`config.mk`:
```
export PLATFORM = sky130hd
export DESIGN_NAME = div_arbiter
export DESIGN_NICKNAME = d
export VERILOG_FILES = /design/src/rtl/div_arb_pkg.sv /design/src/rtl/div_step.sv /design/src/rtl/div_arbiter.sv
export SDC_FILE = /design/constraint.sdc
export NUM_CORES = 1
export LEC_CHECK = 0
export ABC_CLOCK_PERIOD_IN_PS = 4900
export CAP_MARGIN = 10
export CORE_MARGIN = 10
export CORE_UTILIZATION = 25
export CTS_BUF_LIST = sky130_fd_sc_hd__clkbuf_2 sky130_fd_sc_hd__clkbuf_4 sky130_fd_sc_hd__clkbuf_8
export DETAILED_ROUTE_END_ITERATION = 7
export GPL_ROUTABILITY_DRIVEN = 0
export PLACE_DENSITY = 0.52
export SETUP_SLACK_MARGIN = 0.2
export SLEW_MARGIN = 25
export SYNTH_ARGS = -nofsm -noshare
export SYNTH_HDL_FRONTEND = slang
export SYNTH_SLANG_ARGS = --single-unit
```
`constraint.sdc`:
```
create_clock -name clk -period 4.9 [get_ports clk]
set_input_delay 0.49 -clock clk [delete_from_list [all_inputs] [get_ports clk]]
set_output_delay 0.49 -clock clk [all_outputs]
set_load 0.01 [all_outputs]
```
`src/rtl/div_arb_pkg.sv`:
```
// Shared types and constants for the round-robin divider front end.
package div_arb_pkg;

    typedef enum logic [1:0] {
        ST_IDLE = 2'd0,
        ST_CALC = 2'd1,
        ST_DONE = 2'd2
    } div_state_e;

    localparam int unsigned DEF_M = 32;
    localparam int unsigned DEF_N = 4;

    // Width of a requester index; never zero so a 1-bit id port always exists.
    function automatic int unsigned id_width(input int unsigned n);
        return (n <= 1) ? 1 : $clog2(n);
    endfunction

endpackage

```
`src/rtl/div_step.sv`:
```
// One combinational restoring-division step: shift in the next dividend bit,
// subtract the divisor when it fits, and emit the resulting quotient bit.
module div_step #(
    parameter int unsigned M = 32
) (
    input  logic [M:0]   rem_i,
    input  logic         bit_i,
    input  logic [M-1:0] div_i,
    output logic [M:0]   rem_o,
    output logic         q_o
);

    logic [M:0] shifted;
    logic [M:0] diff;
    logic       fits;

    // rem_i[M] is zero while rem < divisor; a set top bit still implies shifted >= divisor.
    assign shifted = {rem_i[M-1:0], bit_i};
    assign diff    = shifted - {1'b0, div_i};
    assign fits    = rem_i[M] | (shifted >= {1'b0, div_i});

    assign rem_o = fits ? diff : shifted;
    assign q_o   = fits;

endmodule

```
`src/rtl/div_arbiter.sv`:
```
// Round-robin arbiter in front of a shared M-cycle restoring divider.
// Optional statistics counters are enabled with macro DIV_ARB_STATS_EN.
module div_arbiter
    import div_arb_pkg::*;
#(
    parameter int unsigned M = DEF_M,
    parameter int unsigned N = DEF_N
) (
    input  logic                     clk,
    input  logic                     rst,
    input  logic [N-1:0]             req_valid,
    output logic [N-1:0]             req_ready,
    input  logic [N*M-1:0]           req_a,
    input  logic [N*M-1:0]           req_b,
    output logic                     rsp_valid,
    input  logic                     rsp_ready,
    output logic [id_width(N)-1:0]   rsp_id,
    output logic [M-1:0]             rsp_quotient,
    output logic [M-1:0]             rsp_remainder,
    output logic                     rsp_error
`ifdef DIV_ARB_STATS_EN
    ,
    output logic [31:0]              stat_ops,
    output logic [31:0]              stat_errors
`endif
);

    localparam int unsigned IW = id_width(N);
    localparam int unsigned CW = (M > 1) ? $clog2(M) : 1;

    div_state_e     state_q;
    logic [IW-1:0]  rr_ptr_q;
    logic [IW-1:0]  id_q;
    logic [M-1:0]   a_q;
    logic [M-1:0]   b_q;
    logic [M:0]     rem_q;
    logic [CW-1:0]  cnt_q;
    logic           rsp_valid_q;
    logic           rsp_error_q;
    logic [M-1:0]   quo_q;
    logic [M-1:0]   rmd_q;

    logic           grant_vld;
    logic [IW-1:0]  grant_idx;
    logic [IW-1:0]  rr_ptr_d;
    logic           accept;
    logic [M-1:0]   a_sel;
    logic [M-1:0]   b_sel;
    logic [M:0]     step_rem;
    logic           step_q;

    // First pending requester at or after rr_ptr, wrapping at N.
    always_comb begin
        int unsigned slot;
        logic [IW-1:0] slot_idx;
        grant_vld = 1'b0;
        grant_idx = '0;
        slot      = 0;
        slot_idx  = '0;
        for (int unsigned i = 0; i < N; i++) begin
            slot = 32'(rr_ptr_q) + i;
            if (slot >= N) begin
                slot = slot - N;
            end
            slot_idx = slot[IW-1:0];
            if (!grant_vld && req_valid[slot_idx]) begin
                grant_vld = 1'b1;
                grant_idx = slot_idx;
            end
        end
    end

    assign accept    = (state_q == ST_IDLE) && grant_vld;
    assign req_ready = accept ? ({{(N-1){1'b0}}, 1'b1} << grant_idx) : '0;
    assign a_sel     = req_a[grant_idx*M +: M];
    assign b_sel     = req_b[grant_idx*M +: M];
    assign rr_ptr_d  = (grant_idx == IW'(N - 1)) ? '0 : grant_idx + 1'b1;

    div_step #(.M(M)) u_step (
        .rem_i (rem_q),
        .bit_i (a_q[M-1]),
        .div_i (b_q),
        .rem_o (step_rem),
        .q_o   (step_q)
    );

    // a_q doubles as the quotient register: dividend bits leave at the top
    // while quotient bits enter at the bottom.
    always_ff @(posedge clk or posedge rst) begin
        if (rst) begin
            state_q     <= ST_IDLE;
            rr_ptr_q    <= '0;
            id_q        <= '0;
            a_q         <= '0;
            b_q         <= '0;
            rem_q       <= '0;
            cnt_q       <= '0;
            rsp_valid_q <= 1'b0;
            rsp_error_q <= 1'b0;
            quo_q       <= '0;
            rmd_q       <= '0;
        end else begin
            case (state_q)
                ST_IDLE: begin
                    if (accept) begin
                        rr_ptr_q <= rr_ptr_d;
                        id_q     <= grant_idx;
                        if (b_sel == '0) begin
                            state_q     <= ST_DONE;
                            rsp_valid_q <= 1'b1;
                            rsp_error_q <= 1'b1;
                            quo_q       <= '0;
                            rmd_q       <= '0;
                        end else begin
                            state_q     <= ST_CALC;
                            a_q         <= a_sel;
                            b_q         <= b_sel;
                            rem_q       <= '0;
                            cnt_q       <= '0;
                            rsp_error_q <= 1'b0;
                        end
                    end
                end
                ST_CALC: begin
                    a_q   <= {a_q[M-2:0], step_q};
                    rem_q <= step_rem;
                    cnt_q <= cnt_q + 1'b1;
                    if (cnt_q == CW'(M - 1)) begin
                        state_q     <= ST_DONE;
                        rsp_valid_q <= 1'b1;
                        quo_q       <= {a_q[M-2:0], step_q};
                        rmd_q       <= step_rem[M-1:0];
                    end
                end
                ST_DONE: begin
                    if (rsp_ready) begin
                        state_q     <= ST_IDLE;
                        rsp_valid_q <= 1'b0;
                    end
                end
                default: begin
                    state_q <= ST_IDLE;
                end
            endcase
        end
    end

    assign rsp_valid     = rsp_valid_q;
    assign rsp_error     = rsp_error_q;
    assign rsp_id        = id_q;
    assign rsp_quotient  = quo_q;
    assign rsp_remainder = rmd_q;

`ifdef DIV_ARB_STATS_EN
    logic [31:0] ops_q;
    logic [31:0] errs_q;

    always_ff @(posedge clk or posedge rst) begin
        if (rst) begin
            ops_q  <= '0;
            errs_q <= '0;
        end else if (rsp_valid_q && rsp_ready) begin
            ops_q  <= ops_q + 32'd1;
            errs_q <= errs_q + {31'd0, rsp_error_q};
        end
    end

    assign stat_ops    = ops_q;
    assign stat_errors = errs_q;
`endif

endmodule
```
## Word-level counts from Yosys, hierarchy flattened

Cells that the tools add are included.

- Bits in registers: 174

- Muxes and demuxes: 49
- Bitwise gates (word level): 2
- Shifts and indexed selects: 3
- Order comparisons: 9
- Eq/ne operators: 9
- Reductions and logical operators: 17
- $add $sub $neg: 10

Operators by type and width:

| kind | count |
|---|---|
| $shiftx A128 B8 Y32 | 2 |
| $mux W32 | 6 |
| $pmux W32 S2 | 3 |
| $mux W33 | 3 |
| $pmux W33 S2 | 1 |
| $ge A33 B32 Y1 | 1 |
| $sub A33 B32 Y33 | 1 |
| $logic_not A32 Y1 | 1 |
| $mux W2 | 13 |
| $mux W1 | 13 |
| $lt A2 B3 Y1 const B | 4 |
| $mux W5 | 2 |
| $pmux W5 S2 | 1 |
| $ge A3 B3 Y1 const B | 3 |
| $reduce_and A3 Y1 | 3 |
| $bmux W1 S2 | 4 |
| $ne A2 B2 Y1 const B | 4 |
| $sub A2 B1 Y2 const B | 4 |
| $add A2 B2 Y3 const B | 2 |
| $pmux W2 S3 | 1 |
| $add A5 B1 Y5 const B | 1 |
| $eq A5 B5 Y1 const B | 1 |
| $reduce_and A5 Y1 | 1 |
| $eq A2 B2 Y1 const B | 2 |
| other kinds (17) | 22 |

## Longest topological paths before layout

- Word-level depth: 19
- Gate-level depth with buffers: 14
- Mapped depth without buffers: 12

## By module

Synthesis repeated with hierarchy kept, for this count alone.

- Cells, all modules: 1129
- Area, all modules: 10978.0 sq um

By module, submodules not included:

| module | cells an instance | instances | area an instance (sq um) | sequential area each (sq um) |
|---|---|---|---|---|
| div_arbiter | 799 | 1 | 8737.1 | 4354.2 |
| div_step | 330 | 1 | 2240.9 | 0.0 |

## Worst setup path before layout

Ideal clock, no wire load.

- Kind: input to register
- Start point: input req_valid[2]
- End point: register a_q[0]
- Slack: 1.441 ns
- Data arrival time: 3.323 ns
- Cell stages on the path: 14
- Setup time: 0.137 ns
- Path buffers: 4
- Cells stage by stage: nor2b_1 -> nor3b_1 -> o22a_1 -> buf_4 -> inv_2 -> buf_2 -> a211oi_1 -> o22ai_1 -> or4_1 -> or4_4 -> a21oi_4 -> buf_6 -> buf_6 -> a22oi_1

- Longest elaborated chain between the ends: 16

RTL lines:

| item | RTL line | RTL |
|---|---|---|
| start, declared | div_arbiter.sv:11 | `input logic [N-1:0] req_valid,` |
| $bmux W1 S2 | div_arbiter.sv:66 | `if (!grant_vld && req_valid[slot_idx]) begin` |
| $mux W1 (implied by the code) | div_arbiter.sv:66 |  |
| $mux W1 | div_arbiter.sv:66 |  |
| $logic_not A1 Y1 | div_arbiter.sv:66 |  |
| $logic_and A1 B1 Y1 | div_arbiter.sv:66 |  |
| $mux W1 | div_arbiter.sv:66 |  |
| $logic_not A1 Y1 | div_arbiter.sv:66 |  |
| $logic_and A1 B1 Y1 | div_arbiter.sv:66 |  |
| $mux W1 | div_arbiter.sv:66 |  |
| $logic_not A1 Y1 | div_arbiter.sv:66 |  |
| $logic_and A1 B1 Y1 | div_arbiter.sv:66 |  |
| $mux W2 | div_arbiter.sv:66 |  |
| $shiftx A128 B8 Y32 (on tied branches) | div_arbiter.sv:76, div_arbiter.sv:75 |  |
| $logic_not A32 Y1 or $mux W32 (tied branches) | div_arbiter.sv:108 | `if (b_sel == '0) begin` |
| $ne A2 B2 Y1 (no line) or $mux W32 (tied branches) | - |  |
| $reduce_and A3 Y1 (no line) or $pmux W32 S2 (tied branches) | - |  |
| end signal, assigned | div_arbiter.sv:116 | `a_q <= a_sel;` |
| end signal, assigned | div_arbiter.sv:125 | `a_q <= {a_q[M-2:0], step_q};` |
| end, declared | div_arbiter.sv:34 | `logic [M-1:0] a_q;` |

Parallel ways exist; a longest one is shown, timed or not. The select of a mux whose other input is x is not followed.
A chain may end at the register's enable or synchronous reset.

## Final worst setup path

- Start point: input req_valid[3]
- End point: register rmd_q[7] (netlist: rsp_remainder[7])

- Longest elaborated chain between the ends: 16

RTL lines:

| item | RTL line | RTL |
|---|---|---|
| $bmux W1 S2 | div_arbiter.sv:66 |  |
| $mux W1 (implied by the code) | div_arbiter.sv:66 |  |
| $mux W1 | div_arbiter.sv:66 |  |
| $logic_not A1 Y1 | div_arbiter.sv:66 |  |
| $logic_and A1 B1 Y1 | div_arbiter.sv:66 |  |
| $mux W1 | div_arbiter.sv:66 |  |
| $logic_not A1 Y1 | div_arbiter.sv:66 |  |
| $logic_and A1 B1 Y1 | div_arbiter.sv:66 |  |
| $mux W1 | div_arbiter.sv:66 |  |
| $logic_not A1 Y1 | div_arbiter.sv:66 |  |
| $logic_and A1 B1 Y1 | div_arbiter.sv:66 |  |
| $mux W2 | div_arbiter.sv:66 |  |
| $shiftx A128 B8 Y32 | div_arbiter.sv:76 | `assign b_sel = req_b[grant_idx*M +: M];` |
| $logic_not A32 Y1 | div_arbiter.sv:108 |  |
| $ne A2 B1 Y1 (no line) | - |  |
| $reduce_and A4 Y1 (no line) (*) | - |  |
| end signal, assigned | div_arbiter.sv:132 | `rmd_q <= step_rem[M-1:0];` |
| end, declared | div_arbiter.sv:41 | `logic [M-1:0] rmd_q;` |

Every way passes the cells marked *; elsewhere a longest branch is shown, timed or not. The select of a mux whose other input is x is not followed.

==> metrics.txt <==
Clk pin slew, worst setup/hold paths 0.09 ns; DR vias 11000; maximum clock path buffer count 2; Skew-Pair Late Insertion Delay 0.49 ns; Post-Syn Area 11100 sq um; drt pass-1 iters 5; post-DP HPWL 35900 um; Setup CP Type primary input to flop; status completed; fin. max-slew vios 0; Combinational Power Share 65.4%; Tot GR Track Use 17.1%; synth top area cells dfrtp_1, and3_1, nand2_1; most frequent cell after synthesis dfrtp_1; Pwr Density 709 nW/um^2; final hold violation count 0; gr ovfl total 0; ys async rst share 100%; crit-path most repeated cell buf_4; share of post-route cells with drive strength above 1 5.23%; Cell variety after synth 62; initial antenna violation count 6; Post-CTS Hold Fix Bufs 0; H-tree lvl count 4; Post-synth EDFFs 0; Die Ht 231 um; sw frac 47.5%; Initial Utilization 25.2%; #FFs+latches synth 174; setup violators final 0; area leader, netlist dfrtp_1; die width 231 um; DR vias/cell 5.15; largest net degree at the start of global routing 125; total clock buffers created by CTS 17; Worst Setup End Kind flop; Rows 77; clock power share 10.0%; RSZ-0062 raised after global routing no; delay-heaviest family, CP buffers and inverters; vias in the first global route 11200; global-route wire length before repair 70500 um; Critical Path, Cell by Cell clkdlybuf4s50_1, nor2b_1, nor3b_1, o22a_4, clkinv_2, buf_4, a211oi_1, o22ai_1, or4_1, nor4_4, a21oi_4, buf_4, o2bb2ai_1; leakage power 0.00652 uW; Post-synth top flop dfrtp_1; crit share post-route 88.1%; post-synth top area share 39.3%; Worst Path Arrival 4.65 ns; Crit path required time 5.23 ns; Worst Path Buf+Inv 4; Die ar. 53200 sq um; Area growth syn-to-layout 39.4%; Post-CTS Setup Inserts 0; Worst path slowest cell or4_1; Initial DRC Count 804; Switch Pwr 5210 uW; Fin Clk Skew 0.0261 ns; Max VDD drop 0.364 mV; CTS root buffer clkbuf_8; post-CTS sizing 0; count of antenna-violating nets left after detailed routing 0; Post-synth top cells dfrtp_1, nand2_1, and3_1; CP peak stage delay 0.57 ns; syn nets 1543; Worst-Margin Slew 1.00 ns; Top Ports 335; Hold Crit Class flop to flop; Worst setup SP type primary input; Clock Sinks 174; synthesized area per cell 8.93 sq um; Tmin final 4.32 ns; port buffer count 334; Wirelength per Cell 22.1 um; Core Box Area 44000 sq um; yosys warns 0; Flop pwr share 24.5%; sequential area share after synthesis 39.3%; internal power 5750 uW; drt total wl 46900 um; f_max 0.232 GHz; slew margin rel. 32.1%; Pwr Total 11000 uW; drt drc 0; CP max FO 26; total negative slack 0 ns; CTS tree yes; max-cap violations 0; NumNets Final 1819; Syn Inst Count 1241
==> final cells by class <==
cell class	instances	area [sq um]
antenna	3	7.51
inverter	46	180
clock inverter	14	173
fill	4600	28600
sequential	174	4350
timing repair buffer	364	3620
multi-input combinational	914	6140
clock buffer	18	241
tap	592	741
==> routing by layer <==
layer | global-route usage [%] | vias to the layer above | part of all wire [%]
met2 | 28.3 | 319 | 48
li1 | - | 5218 | -
met4 | 2.80 | 4 | 0.72
met3 | 4.33 | 27 | 5.9
met1 | 22.3 | 5386 | 46
met5 | 0 | - | 0.072
==> worst paths after layout <==
check | startpoint | end | slack [ns] | depth (start not counted)
worst max register to register | rr_ptr_q[0] | rsp_remainder[7] | 0.68 | 12
worst max-delay path | req_valid[3] | rsp_remainder[7] | 0.58 | 13
worst min register to register | rsp_quotient[0] | rsp_quotient[0] | 0.49 | 1
max in group asynchronous | rst | a_q[26] | 3.81 | 3
min in group asynchronous | rst | rem_q[19] | 0.50 | 3
worst min-delay path | rsp_quotient[0] | rsp_quotient[0] | 0.49 | 1
==> per-stage QoR <==
stage               cells  instance area (sq um)  utilization [%]  setup slack, ns  hold WS, ns
finish               2125                  15500             35.1            0.585        0.486
global route         2124                  15500             35.1            0.264        0.517
CTS                  2122                  15500             35.1            0.592        0.491
detailed placement   2090                  15000             34.2           0.0761        0.470
global placement     2090                  15000             34.2            0.115        0.469
floorplan            1241                  11100                -             1.44        0.457
==> registers in the layout (all words and copies together) (netlist names) <==
signal,count
a_q,32
b_q,32
cnt_q,5
rem_q,33
rr_ptr_q,2
rsp_error,1
rsp_id,2
rsp_quotient,32
rsp_remainder,32
rsp_valid,1
state_q,2
==> cell usage in the layout (no fill, tap or decap), types with 12 or more instances in the layout <==
| master | n |
|---|---|
| a211oi_1 | 66 |
| a21o_1 | 19 |
| a21oi_1 | 50 |
| a221o_1 | 34 |
| a22o_1 | 41 |
| a31oi_1 | 38 |
| and2_1 | 36 |
| and3_1 | 105 |
| buf_4 | 26 |
| clkbuf_8 | 17 |
| clkdlybuf4s50_1 | 334 |
| dfrtp_1 | 174 |
| ha_1 | 38 |
| inv_1 | 43 |
| mux2i_1 | 12 |
| nand2_1 | 170 |
| nor2_1 | 34 |
| o21ai_0 | 57 |
| o22ai_1 | 16 |
| o2bb2ai_1 | 49 |
| o41ai_1 | 34 |
| xnor2_1 | 15 |
| xor2_1 | 14 |
==> power by group through the flow <==
stage | registers [uW] | clock network (uW) | logic, uW
global placement | 2700 | 0 | 7130
detailed placement | 2700 | 0 | 7170
global route | 2780 | 1190 | 7940
floorplan | 2620 | 0 | 4780
CTS | 2690 | 1130 | 7210
finish | 2690 | 1100 | 7170
==> kinds of logic after synthesis <==
family	share of synthesized area, %
AO/OA/AOI/OAI	28.8
AND/OR/NAND/NOR	18.0
flip-flops	39.3
buffers and inverters	5.89
adder cells (fa/ha/maj)	4.47
XOR/XNOR	2.29
multiplexers	1.29
==> worst reg2reg max path, cell delays in order, from the launching register on <==
cell and delay [ns]:
dfrtp_1 0.43, nor2b_1 0.09, nor3b_1 0.34, o22a_4 0.23, clkinv_2 0.32, buf_4 0.32, a211oi_1 0.31, o22ai_1 0.15
or4_1 0.57, nor4_4 0.50, a21oi_4 0.31, buf_4 0.34, o2bb2ai_1 0.15
No activity file was read; power rests on OpenSTA's default activity.
